$ cat src/rtl/thc_tx_sched.sv
// thc_tx_sched: two-requester round-robin scheduler and MSB-first serializer
// wrapped around an external combinational 32->38 Hamming encoder (THC).
// Ports:
//   clk, rst_n                      clock and synchronous active-low reset
//   reqN_valid/reqN_data/reqN_ready requester handshakes (ready is combinational)
//   enc_data_in / enc_data_out      registered word to the encoder / codeword return
//   ser_en                          sink enable; low stalls shifting
//   ser_out/ser_valid/ser_sof/ser_eof serial codeword bit with frame markers
//   grant_id, busy                  requester in flight; high outside IDLE
module thc_tx_sched #(
  parameter int DATA_W     = 32,
  parameter int CODE_W     = 38,
  parameter int GAP_CYCLES = 2
) (
  input  logic              clk,
  input  logic              rst_n,
  input  logic              req0_valid,
  input  logic [DATA_W-1:0] req0_data,
  output logic              req0_ready,
  input  logic              req1_valid,
  input  logic [DATA_W-1:0] req1_data,
  output logic              req1_ready,
  output logic [DATA_W-1:0] enc_data_in,
  input  logic [CODE_W-1:0] enc_data_out,
  input  logic              ser_en,
  output logic              ser_out,
  output logic              ser_valid,
  output logic              ser_sof,
  output logic              ser_eof,
  output logic              grant_id,
  output logic              busy
);

  localparam int BCW = (CODE_W > 2) ? $clog2(CODE_W) : 1;
  localparam int GCW = (GAP_CYCLES > 0) ? $clog2(GAP_CYCLES + 1) : 1;
  localparam logic [BCW-1:0] BC_TOP  = BCW'(CODE_W - 1);
  localparam logic [GCW-1:0] GAP_TOP = (GAP_CYCLES > 0) ? GCW'(GAP_CYCLES - 1) : '0;

  typedef enum logic [1:0] {
    S_IDLE  = 2'd0,
    S_LOAD  = 2'd1,
    S_SHIFT = 2'd2,
    S_GAP   = 2'd3
  } state_t;

  state_t             state_q, state_d;
  logic               ptr_q, ptr_d;      // 0: requester 0 wins a tie
  logic               gid_q, gid_d;
  logic [DATA_W-1:0]  enc_q, enc_d;
  logic [CODE_W-1:0]  shift_q, shift_d;
  logic [BCW-1:0]     bit_cnt_q, bit_cnt_d;
  logic [GCW-1:0]     gap_cnt_q, gap_cnt_d;
  logic               gnt0, gnt1;

  always_ff @(posedge clk) begin
    if (!rst_n) begin
      state_q   <= S_IDLE;
      ptr_q     <= 1'b0;
      gid_q     <= 1'b0;
      enc_q     <= '0;
      shift_q   <= '0;
      bit_cnt_q <= '0;
      gap_cnt_q <= '0;
    end else begin
      state_q   <= state_d;
      ptr_q     <= ptr_d;
      gid_q     <= gid_d;
      enc_q     <= enc_d;
      shift_q   <= shift_d;
      bit_cnt_q <= bit_cnt_d;
      gap_cnt_q <= gap_cnt_d;
    end
  end

  always_comb begin
    state_d   = state_q;
    ptr_d     = ptr_q;
    gid_d     = gid_q;
    enc_d     = enc_q;
    shift_d   = shift_q;
    bit_cnt_d = bit_cnt_q;
    gap_cnt_d = gap_cnt_q;
    gnt0      = 1'b0;
    gnt1      = 1'b0;

    case (state_q)
      S_IDLE: begin
        // Requester 1 wins when alone, or on a tie when the pointer favours it.
        gnt1 = req1_valid & (~req0_valid | ptr_q);
        gnt0 = req0_valid & ~gnt1;
        if (gnt0 | gnt1) begin
          enc_d   = gnt1 ? req1_data : req0_data;
          gid_d   = gnt1;
          ptr_d   = ~gnt1;
          state_d = S_LOAD;
        end
      end

      S_LOAD: begin
        // enc_q has been stable for a full cycle, so the encoder output is settled.
        shift_d   = enc_data_out;
        bit_cnt_d = BC_TOP;
        state_d   = S_SHIFT;
      end

      S_SHIFT: begin
        if (ser_en) begin
          shift_d = {shift_q[CODE_W-2:0], 1'b0};
          if (bit_cnt_q == '0) begin
            if (GAP_CYCLES > 0) begin
              gap_cnt_d = GAP_TOP;
              state_d   = S_GAP;
            end else begin
              state_d   = S_IDLE;
            end
          end else begin
            bit_cnt_d = bit_cnt_q - BCW'(1);
          end
        end
      end

      S_GAP: begin
        // Gap timing ignores ser_en: the idle spacing is in clocks, not bits.
        if (gap_cnt_q == '0) begin
          state_d = S_IDLE;
        end else begin
          gap_cnt_d = gap_cnt_q - GCW'(1);
        end
      end

      default: state_d = S_IDLE;
    endcase
  end

  // Readies are masked while reset is asserted so nothing looks accepted.
  assign req0_ready  = rst_n & gnt0;
  assign req1_ready  = rst_n & gnt1;
  assign enc_data_in = enc_q;
  assign grant_id    = gid_q;
  assign busy        = (state_q != S_IDLE);
  assign ser_valid   = (state_q == S_SHIFT);
  assign ser_out     = ser_valid & shift_q[CODE_W-1];
  assign ser_sof     = ser_valid & (bit_cnt_q == BC_TOP);
  assign ser_eof     = ser_valid & (bit_cnt_q == '0);

endmodule

$ cat config.mk
export PLATFORM = sky130hd
export DESIGN_NAME = thc_tx_sched
export DESIGN_NICKNAME = d
export VERILOG_FILES = /design/src/rtl/thc_tx_sched.sv
export SDC_FILE = /design/constraint.sdc
export NUM_CORES = 1
export LEC_CHECK = 0
export CAP_MARGIN = 20
export CORE_MARGIN = 3
export CORE_UTILIZATION = 40
export CTS_CLUSTER_DIAMETER = 40
export DETAILED_ROUTE_END_ITERATION = 10
export PLACE_DENSITY = 0.77
export SLEW_MARGIN = 10
export SYNTH_ARGS = -nofsm -noshare
export SYNTH_HDL_FRONTEND = slang
export SYNTH_SLANG_ARGS = --single-unit
export TNS_END_PERCENT = 20
$ cat constraint.sdc
create_clock -name clk -period 1.9 [get_ports clk]
set_input_delay 0.285 -clock clk [delete_from_list [all_inputs] [get_ports clk]]
set_output_delay 0.285 -clock clk [all_outputs]
set_load 0.02 [all_outputs]
# After elaboration in Yosys (flattened, before gate mapping)
# Index checks and enable logic that the tools add are counted.
[classes]
add_sub_neg = 2
bitwise_logic = 11
mux = 17
reduce_logical = 11
eq_ne = 10
[op_table]
columns = ["cell", "n"]
rows = [
  ["38-bit one-hot mux with 2 select lines", 1],
  ["38-bit two-way mux", 1],
  ["32-bit two-way mux", 1],
  ["2-bit two-way mux", 7],
  ["6-bit two-way mux", 2],
  ["6-bit one-hot mux with 2 select lines", 1],
  ["2-bit != test, second input constant", 5],
  ["2-bit one-hot mux with 4 select lines", 1],
  ["4-bit AND reduction", 2],
  ["1-bit AND", 7],
  ["6-bit == test, second input constant", 1],
  ["6-bit zero test", 1],
  ["2-bit nonzero test", 3],
  ["6-bit by 1-bit subtractor with 6-bit output, second input constant", 1],
  ["2-bit == test, second input constant", 2],
  ["2-bit zero test", 2],
  ["2-bit one-hot mux with 2 select lines", 1],
  ["2-bit AND reduction", 2],
  ["3-bit AND reduction", 1],
  ["2-bit by 1-bit == test with 1-bit output, second input constant", 1],
  ["1-bit two-way mux", 2],
  ["2-bit by 1-bit != test with 1-bit output, second input constant", 1],
  ["1-bit NOT", 2],
  ["1-bit OR", 2],
  ["2-bit by 1-bit subtractor with 2-bit output, second input constant", 1],
]
[totals]
wordCells = 58
reg_bits = 82
inputBits = 107

# Longest topological paths before layout
# Gate-level depths: netlist of the first run.
[logic_depth]
ltp_word = 8
depth_mapped = 8
ltp_nobuf = 6

# Least setup slack after synthesis of the first run
# No wires, ideal clock.
[synth_path]
kind = "register to output"
startpoint = "register state_q[0]"
endpoint = "output ser_sof"
arrival_ps = 1773
path_stages_with_launch = 7
setup_slack_ps = -158
path_cell_list = "dfxtp_1 inv_1 ha_1 buf_4 buf_1 nand4_1 nor2_1"
[synth_between]
elab_chain_cells = 2
[synth_rtl]
columns = ["element", "line", "source"]
rows = [
  ["start, declared", "46", "state_t state_q, state_d;"],
  ["start signal, assigned", "65", "state_q <= state_d;"],
  ["2-bit == test", "141", "assign ser_valid = (state_q == S_SHIFT);"],
  ["named net ser_valid", "27", "output logic ser_valid,"],
  ["1-bit AND", "143", "assign ser_sof = ser_valid & (bit_cnt_q == BC_TOP);"],
  ["end, declared", "28", "output logic ser_sof,"],
]
# The timed path passes the listed nets, and every way through them passes these cells.

# Final worst setup path of the first run
[layout_path]
startpoint = "register state_q[1]"
endpoint = "output req0_ready"
[layout_between]
elab_chain_cells = 3
[layout_rtl]
columns = ["element", "line", "source"]
rows = [
  ["2-bit zero test", "86", "case (state_q)"],
  ["1-bit two-way mux", "86", ""],
  ["1-bit AND", "136", "assign req0_ready = rst_n & gnt0;"],
  ["end, declared", "19", "output logic req0_ready,"],
]
# Every way passes these cells.

==> results of run 1 <==
[cell usage in the layout, fill, tap and decap left out, types with 2 or more instances in the layout]
cell and count:
clkbuf_8 9, nand2b_1 3, dfxtp_2 2, ha_4 2, buf_12 3, a32o_1 5, clkdlybuf4s50_1 139, or4_1 2
ha_1 7, inv_1 9, a21oi_1 11, dfxtp_1 80, mux2i_1 45, clkinv_4 2, a22oi_1 11, buf_4 26
nand3_1 5, nor2_1 57, a221o_1 16, a211oi_1 44, and3_1 19, nand2_1 8, inv_6 2, clkdlybuf4s15_2 2
clkbuf_2 4
[logic make-up (layout without fill, tap and decap cells)]
logic type      count (synthesis)  after routing  share of synthesized area
xor+xnor                        1              1                    0.00230
flops                          82             82                      0.432
fa+ha+maj                       9              9                     0.0296
buf+inv                        43            201                     0.0523
simple gates                  109            109                      0.142
compound gates                103            103                      0.217
mux                            47             47                      0.125
[worst max-delay path, delay by kind of cell, from the launching register on]
kind | cells | cell delay, ns
buffers and inverters | 2 | 0.40
DFF | 1 | 0.42
and+or+nand+nor | 1 | 0.20
adders and majority gates | 1 | 0.20
[path summary, 6_finish.rpt]
path | end | slack [ns]
hold / removal | bit_cnt_q[0] | 0.49
setup / recovery | req0_ready | 0.07
hold reg to reg | bit_cnt_q[0] | 0.49
setup reg to reg | enc_data_in[29] | 0.10
[timing repair]
action,4_1_cts,5_1_grt
gates cloned,0,0
resized for setup,15,10
setup endpoints to repair,7,25
[final cells by class]
class                           instances  share of cell area
Clock buffer                            9              0.0216
Clock inverter                          7              0.0146
Inverter                               10             0.00654
Multi-Input combinational cell        269               0.347
Sequential cell                        82               0.287
Tap cell                              126              0.0275
Timing Repair Buffer                  175               0.296
[routing by layer]
| layer | up-vias | global-route usage |
|---|---|---|
| li1 | 1779 | - |
| met3 | 18 | 0.0392 |
| met5 | - | 0 |
| met2 | 101 | 0.335 |
| met1 | 1632 | 0.230 |
| met4 | 0 | 0.0731 |
[per-stage QoR]
stage / worst slack [ns] / area, sq um / hold slack [ns]
floorplan: -0.0521 / 3800 / 0.402
global placement: -0.216 / 5520 / 0.479
detailed placement: -0.242 / 5520 / 0.490
CTS: 0.0113 / 5740 / 0.497
global route: -0.0223 / 5740 / 0.517
finish: 0.0737 / 5740 / 0.489
[flip-flops by register name, indices dropped and copies added (netlist names)]
register,flops
shift_q,38
enc_data_in,32
bit_cnt_q,6
gap_cnt_q,2
state_q,2
grant_id,1
ptr_q,1
[power by group]
part	internal (mW)	switching [mW]	total (mW)
registers	2.37	0.379	2.75
clock network	0.631	0.675	1.31
logic	1.95	2.12	4.08
==> reports/results.ini, run 1 <==
[run_status]
status = finished, final reports clean

[critical_path]
crit_chain = inv_1 > ha_4 > and3_1 > clkdlybuf4s15_2
worstSetupPathType = reg2out
endpoint_kind = primary output
path_max_fanout = 6
critPathSlowestCell = dfxtp_1
crit_start = state_q[1]
startpoint_type = register
reg2reg_from = state_q[0]
cp.required_ns = 1.62
r2r_cells = 7
cp_slowest_stage_delay_ns = 0.42
cp.arrival_ns = 1.54

[route]
drc = 0
wl_met3_microns = 526
final_antenna_net_count = 0
wirelength_mm = 10.3
route.met2.wl_mm = 5.28
drt_iter0_markers = 94
met1_length_mm = 4.32
drtPass1Iterations = 4
vias = 3530
wl_per_cell_microns = 15.3
top_layer_used = met4
viasPerCell = 5.21

[min_path]
holdPathStages = 1
min_from = bit_cnt_q[0]
hold_path_class = reg2reg

[synth]
yosys.area.top_type = dfxtp_1
ys.flop_type = dfxtp_1
synth_top_area_share = 0.432
ys_types = 54
synth_edf_count = 0
synth_seq_cells = 82
synth_nets = 510
synth_seq_area_share = 0.432
async_flop_share = 0
syn_avg_cell_area_sq_um = 9.65
synth.most_common_cell = dfxtp_1
synth_area_sq_um = 3800
synthTopCellsByCount = dfxtp_1 (82), nor2_1 (57), mux2i_1 (45)
ys_warn_count = 0
syn_inst = 394
synthTopCellsByArea = dfxtp_1 (43%), mux2i_1 (12%), a211oi_1 (8.7%), nor2_1 (5.6%), a221o_1 (4.2%)

[sta]
worst_pin_slew_ns = 0.351
drv_slew = 0
slew_headroom = 0.765
tns_ns = 0
clock.fmax_ghz = 0.548
finalSetupViolations = 0
rsz0062_at_grt = yes
clock_skew_ns = 0.0140
fin_crit_ns = 1.83
post-route-period-util = 0.961
hold_viol_final = 0

[run]
cap_violations = 0

[layout]
fin_util = 0.639
drive_gt1_frac = 0.118
area_delta_synth_final_pct = 50.8
antenna-diode-count = 0
layout.nets = 663
instances_no_fill = 678
num-fill-cells = 760
regArea_sq_um = 1640
multi_input_area_sq_um = 1990

[die]
start_util = 0.424
die_w_microns = 104
ioPinCount = 147
fp-row-count = 34
dieArea_sq_um = 10700
core_area_sq_um = 8980
die_h_microns = 104

[global_routing]
grt_pass1_wl_mm = 17.3
antenna_found_initial = 0
overflow = 0
grt.total_usage = 0.191
grt_pass1_vias = 3611
grt_max_degree = 76

[clock_network]
clockBufferDepth = 2
clock_latency_ns = 0.34
cts.clk_slew.worst_paths_ns = 0.09
cts.sinks = 82
cts.htree.levels = 3
cts_setup_buffers = 0
cts_buffers = 9
cts_root_buf = clkbuf_8
cts_tree = built
ctsHoldBuffers = 0

[power]
powerDensity_nw_per_um2 = 1420
ir_drop_mv = 0.813
finalPower_mw = 8.13
p_leak_nw = 2.21

[place]
dp_cells = 662
io_buffers = 146
place_congestion = 0.828
dp_hpwl_mm = 7.64

Power figures use the tool's default switching activity.
==> run 2, diff against run 1 <==
Settings changed: CORE_MARGIN 3 to 1.
==> reports/results.ini, run 2 (synthesized netlist as in run 1, its figures left out) <==
[route]
vias = 3473  ; was 3530
viasPerCell = 5.11  ; was 5.21
drtPass1Iterations = 4  ; unchanged
wirelength_mm = 10.2  ; was 10.3 mm
drt_iter0_markers = 109  ; was 94
drc = 0  ; unchanged
final_antenna_net_count = 0  ; unchanged
wl_per_cell_microns = 15.0  ; was 15.3 microns

[clock_network]
cts.htree.levels = 3  ; unchanged
clock_latency_ns = 0.36  ; was 0.34 ns
clockBufferDepth = 2  ; unchanged
cts_root_buf = clkbuf_8  ; unchanged
cts.clk_slew.worst_paths_ns = 0.08  ; was 0.09 ns
cts_buffers = 9  ; unchanged
cts_tree = built  ; unchanged
ctsHoldBuffers = 0  ; unchanged
cts.sinks = 82  ; unchanged
cts_setup_buffers = 0  ; unchanged

[sta]
setup_ws_ns = 0.0903  ; was 0.0737 ns
clock_skew_ns = 0.0124  ; was 0.0140 ns
clock.fmax_ghz = 0.553  ; was 0.548 GHz
worst_pin_slew_ns = 0.558  ; was 0.351 ns
hold_viol_final = 0  ; unchanged
rsz0062_at_grt = yes  ; unchanged
fin_crit_ns = 1.81  ; was 1.83 ns
finalSetupViolations = 0  ; unchanged
slew_headroom = 0.628  ; was 0.765
post-route-period-util = 0.952  ; was 0.961
drv_slew = 0  ; unchanged

[layout]
design_area_sq_um = 5780  ; was 5740 sq um
layout.nets = 661  ; was 663
area_delta_synth_final_pct = 52.0  ; was 50.8%
final_cell_mix = clkdlybuf4s50_1 (139), dfxtp_1 (79), nor2_1 (57)  ; was clkdlybuf4s50_1 (139), dfxtp_1 (80), nor2_1 (57)
largest_reg_flops = 38  ; unchanged
final_common_cell = clkdlybuf4s50_1  ; unchanged
num-fill-cells = 786  ; was 760
largest_register = shift_q  ; unchanged
antenna-diode-count = 0  ; unchanged
drive_gt1_frac = 0.111  ; was 0.118

[die]
start_util = 0.412  ; was 0.424
die_h_microns = 99.5  ; was 104 microns
fp-row-count = 35  ; was 34
core_area_sq_um = 9240  ; was 8980 sq um
ioPinCount = 147  ; unchanged
dieArea_sq_um = 9900  ; was 10700 sq um
die_w_microns = 99.5  ; was 104 microns

[critical_path]
cp.arrival_ns = 1.52  ; was 1.54 ns
endpoint_kind = primary output  ; unchanged
cp.required_ns = 1.62  ; about the same
crit_chain = inv_1 > ha_1 > nand4bb_1 > nor2_1 > clkdlybuf4s15_2  ; was inv_1 > ha_4 > and3_1 > clkdlybuf4s15_2
worstSetupPathType = reg2out  ; unchanged
path_max_fanout = 3  ; was 6
critPathSlowestCell = dfxtp_1  ; unchanged
cpLargestDelayFamily = buffers and inverters  ; was flip-flops
cp_slowest_stage_delay_ns = 0.33  ; was 0.42 ns
startpoint_type = register  ; unchanged
crit_buf_inv = 2  ; unchanged

[global_routing]
overflow = 0  ; unchanged
antenna_found_initial = 0  ; unchanged
grt_pass1_wl_mm = 16.9  ; was 17.3 mm
grt_max_degree = 76  ; unchanged
grt.total_usage = 0.213  ; was 0.191
grt_pass1_vias = 3546  ; was 3611

[power]
p_leak_nw = 2.23  ; was 2.21 nW
finalPower_mw = 8.49  ; was 8.13 mW
ir_drop_mv = 0.648  ; was 0.813 mV
p_seq_frac = 0.324  ; was 0.338
power.internal_mw = 5.34  ; was 4.96 mW
p_switching_mw = 3.15  ; was 3.18 mW
clkPwrFrac = 0.202  ; was 0.160
comb_power_share = 0.474  ; was 0.501
powerDensity_nw_per_um2 = 1470  ; was 1420 nW/um^2
switching_share = 0.371  ; was 0.390

[min_path]
hold_path_class = in2reg  ; was reg2reg

[run_status]
status = finished, final reports clean  ; unchanged

[place]
place_ws_ns = -0.173  ; was -0.242 ns
place_area_sq_um = 5510  ; was 5520 sq um
dp_hpwl_mm = 7.28  ; was 7.64 mm
io_buffers = 146  ; unchanged
place_congestion = 0.789  ; was 0.828

[run]
cap_violations = 0  ; unchanged

run 2: cell count changes in the layout (fill, tap and decap cells not counted), moves of 2 or more:
cell	previous run	this run
clkbuf_2	4	2
inv_6	2	0
buf_4	26	24
bufinv_16	1	4
run 2: timing repair:
action	in CTS	in global routing
pin swaps	0	0
gates resized for setup	14	8
endpoints found under the setup margin	7	10
run 2: area by class of cell:
class | count | area, sq um | area share
clock buffer | 10 | 138 | 0.0238
clock inverter | 6 | 138 | 0.0238
inverter | 10 | 37.5 | 0.00649
multi-input combinational | 269 | 1970 | 0.342
sequential | 82 | 1650 | 0.285
tap | 129 | 161 | 0.0279
timing repair buffer | 173 | 1690 | 0.292
run 2: layer usage:
| metal | share of wire | vias up | GRT usage |
|---|---|---|---|
| li1 | - | 1768 | - |
| met3 | 0.042 | 13 | 0.0471 |
| met5 | 0 | - | 0 |
| met1 | 0.44 | 1618 | 0.261 |
| met4 | 0.018 | 0 | 0.0758 |
| met2 | 0.50 | 74 | 0.368 |
run 2: power by group through the flow:
stage | sequential (mW) | combinational, mW | clock (mW)
2_1_floorplan | 2.93 | 2.45 | 0
3_3_place_gp | 2.74 | 3.93 | 0
3_5_place_dp | 2.77 | 4.03 | 0
4_1_cts | 2.74 | 4.05 | 1.73
5_1_grt | 2.83 | 4.44 | 1.82
6_report | 2.75 | 4.03 | 1.71
run 2: worst paths after layout:
check | depth (start not counted) | end | start | slack [ns]
hold / removal | 3 | enc_data_in[6] | req1_data[6] | 0.49
hold reg to reg | 2 | shift_q[3] | shift_q[3] | 0.50
setup / recovery | 5 | ser_eof | bit_cnt_q[1] | 0.09
setup reg to reg | 8 | bit_cnt_q[3] | bit_cnt_q[0] | 0.11
run 2: per-stage QoR:
step                      cells  hold WS [ns]  TNS [ns]   util
after floorplan             394         0.402   -0.0521      -
after detailed placement    663         0.492    -0.343  0.596
after global routing        679         0.487   -0.0658  0.625
after global placement      663         0.478    -0.292  0.596
after CTS                   679         0.485         0  0.627
final                       679         0.489         0  0.625
run 2: worst reg2reg max path, stage by stage, from the launching register on:
cell and delay [ns]:
dfxtp_2 0.37, inv_1 0.07, ha_1 0.24, nand4bb_1 0.13, buf_4 0.13, o211ai_2 0.10
buf_4 0.16, or4_1 0.39, a21oi_1 0.14
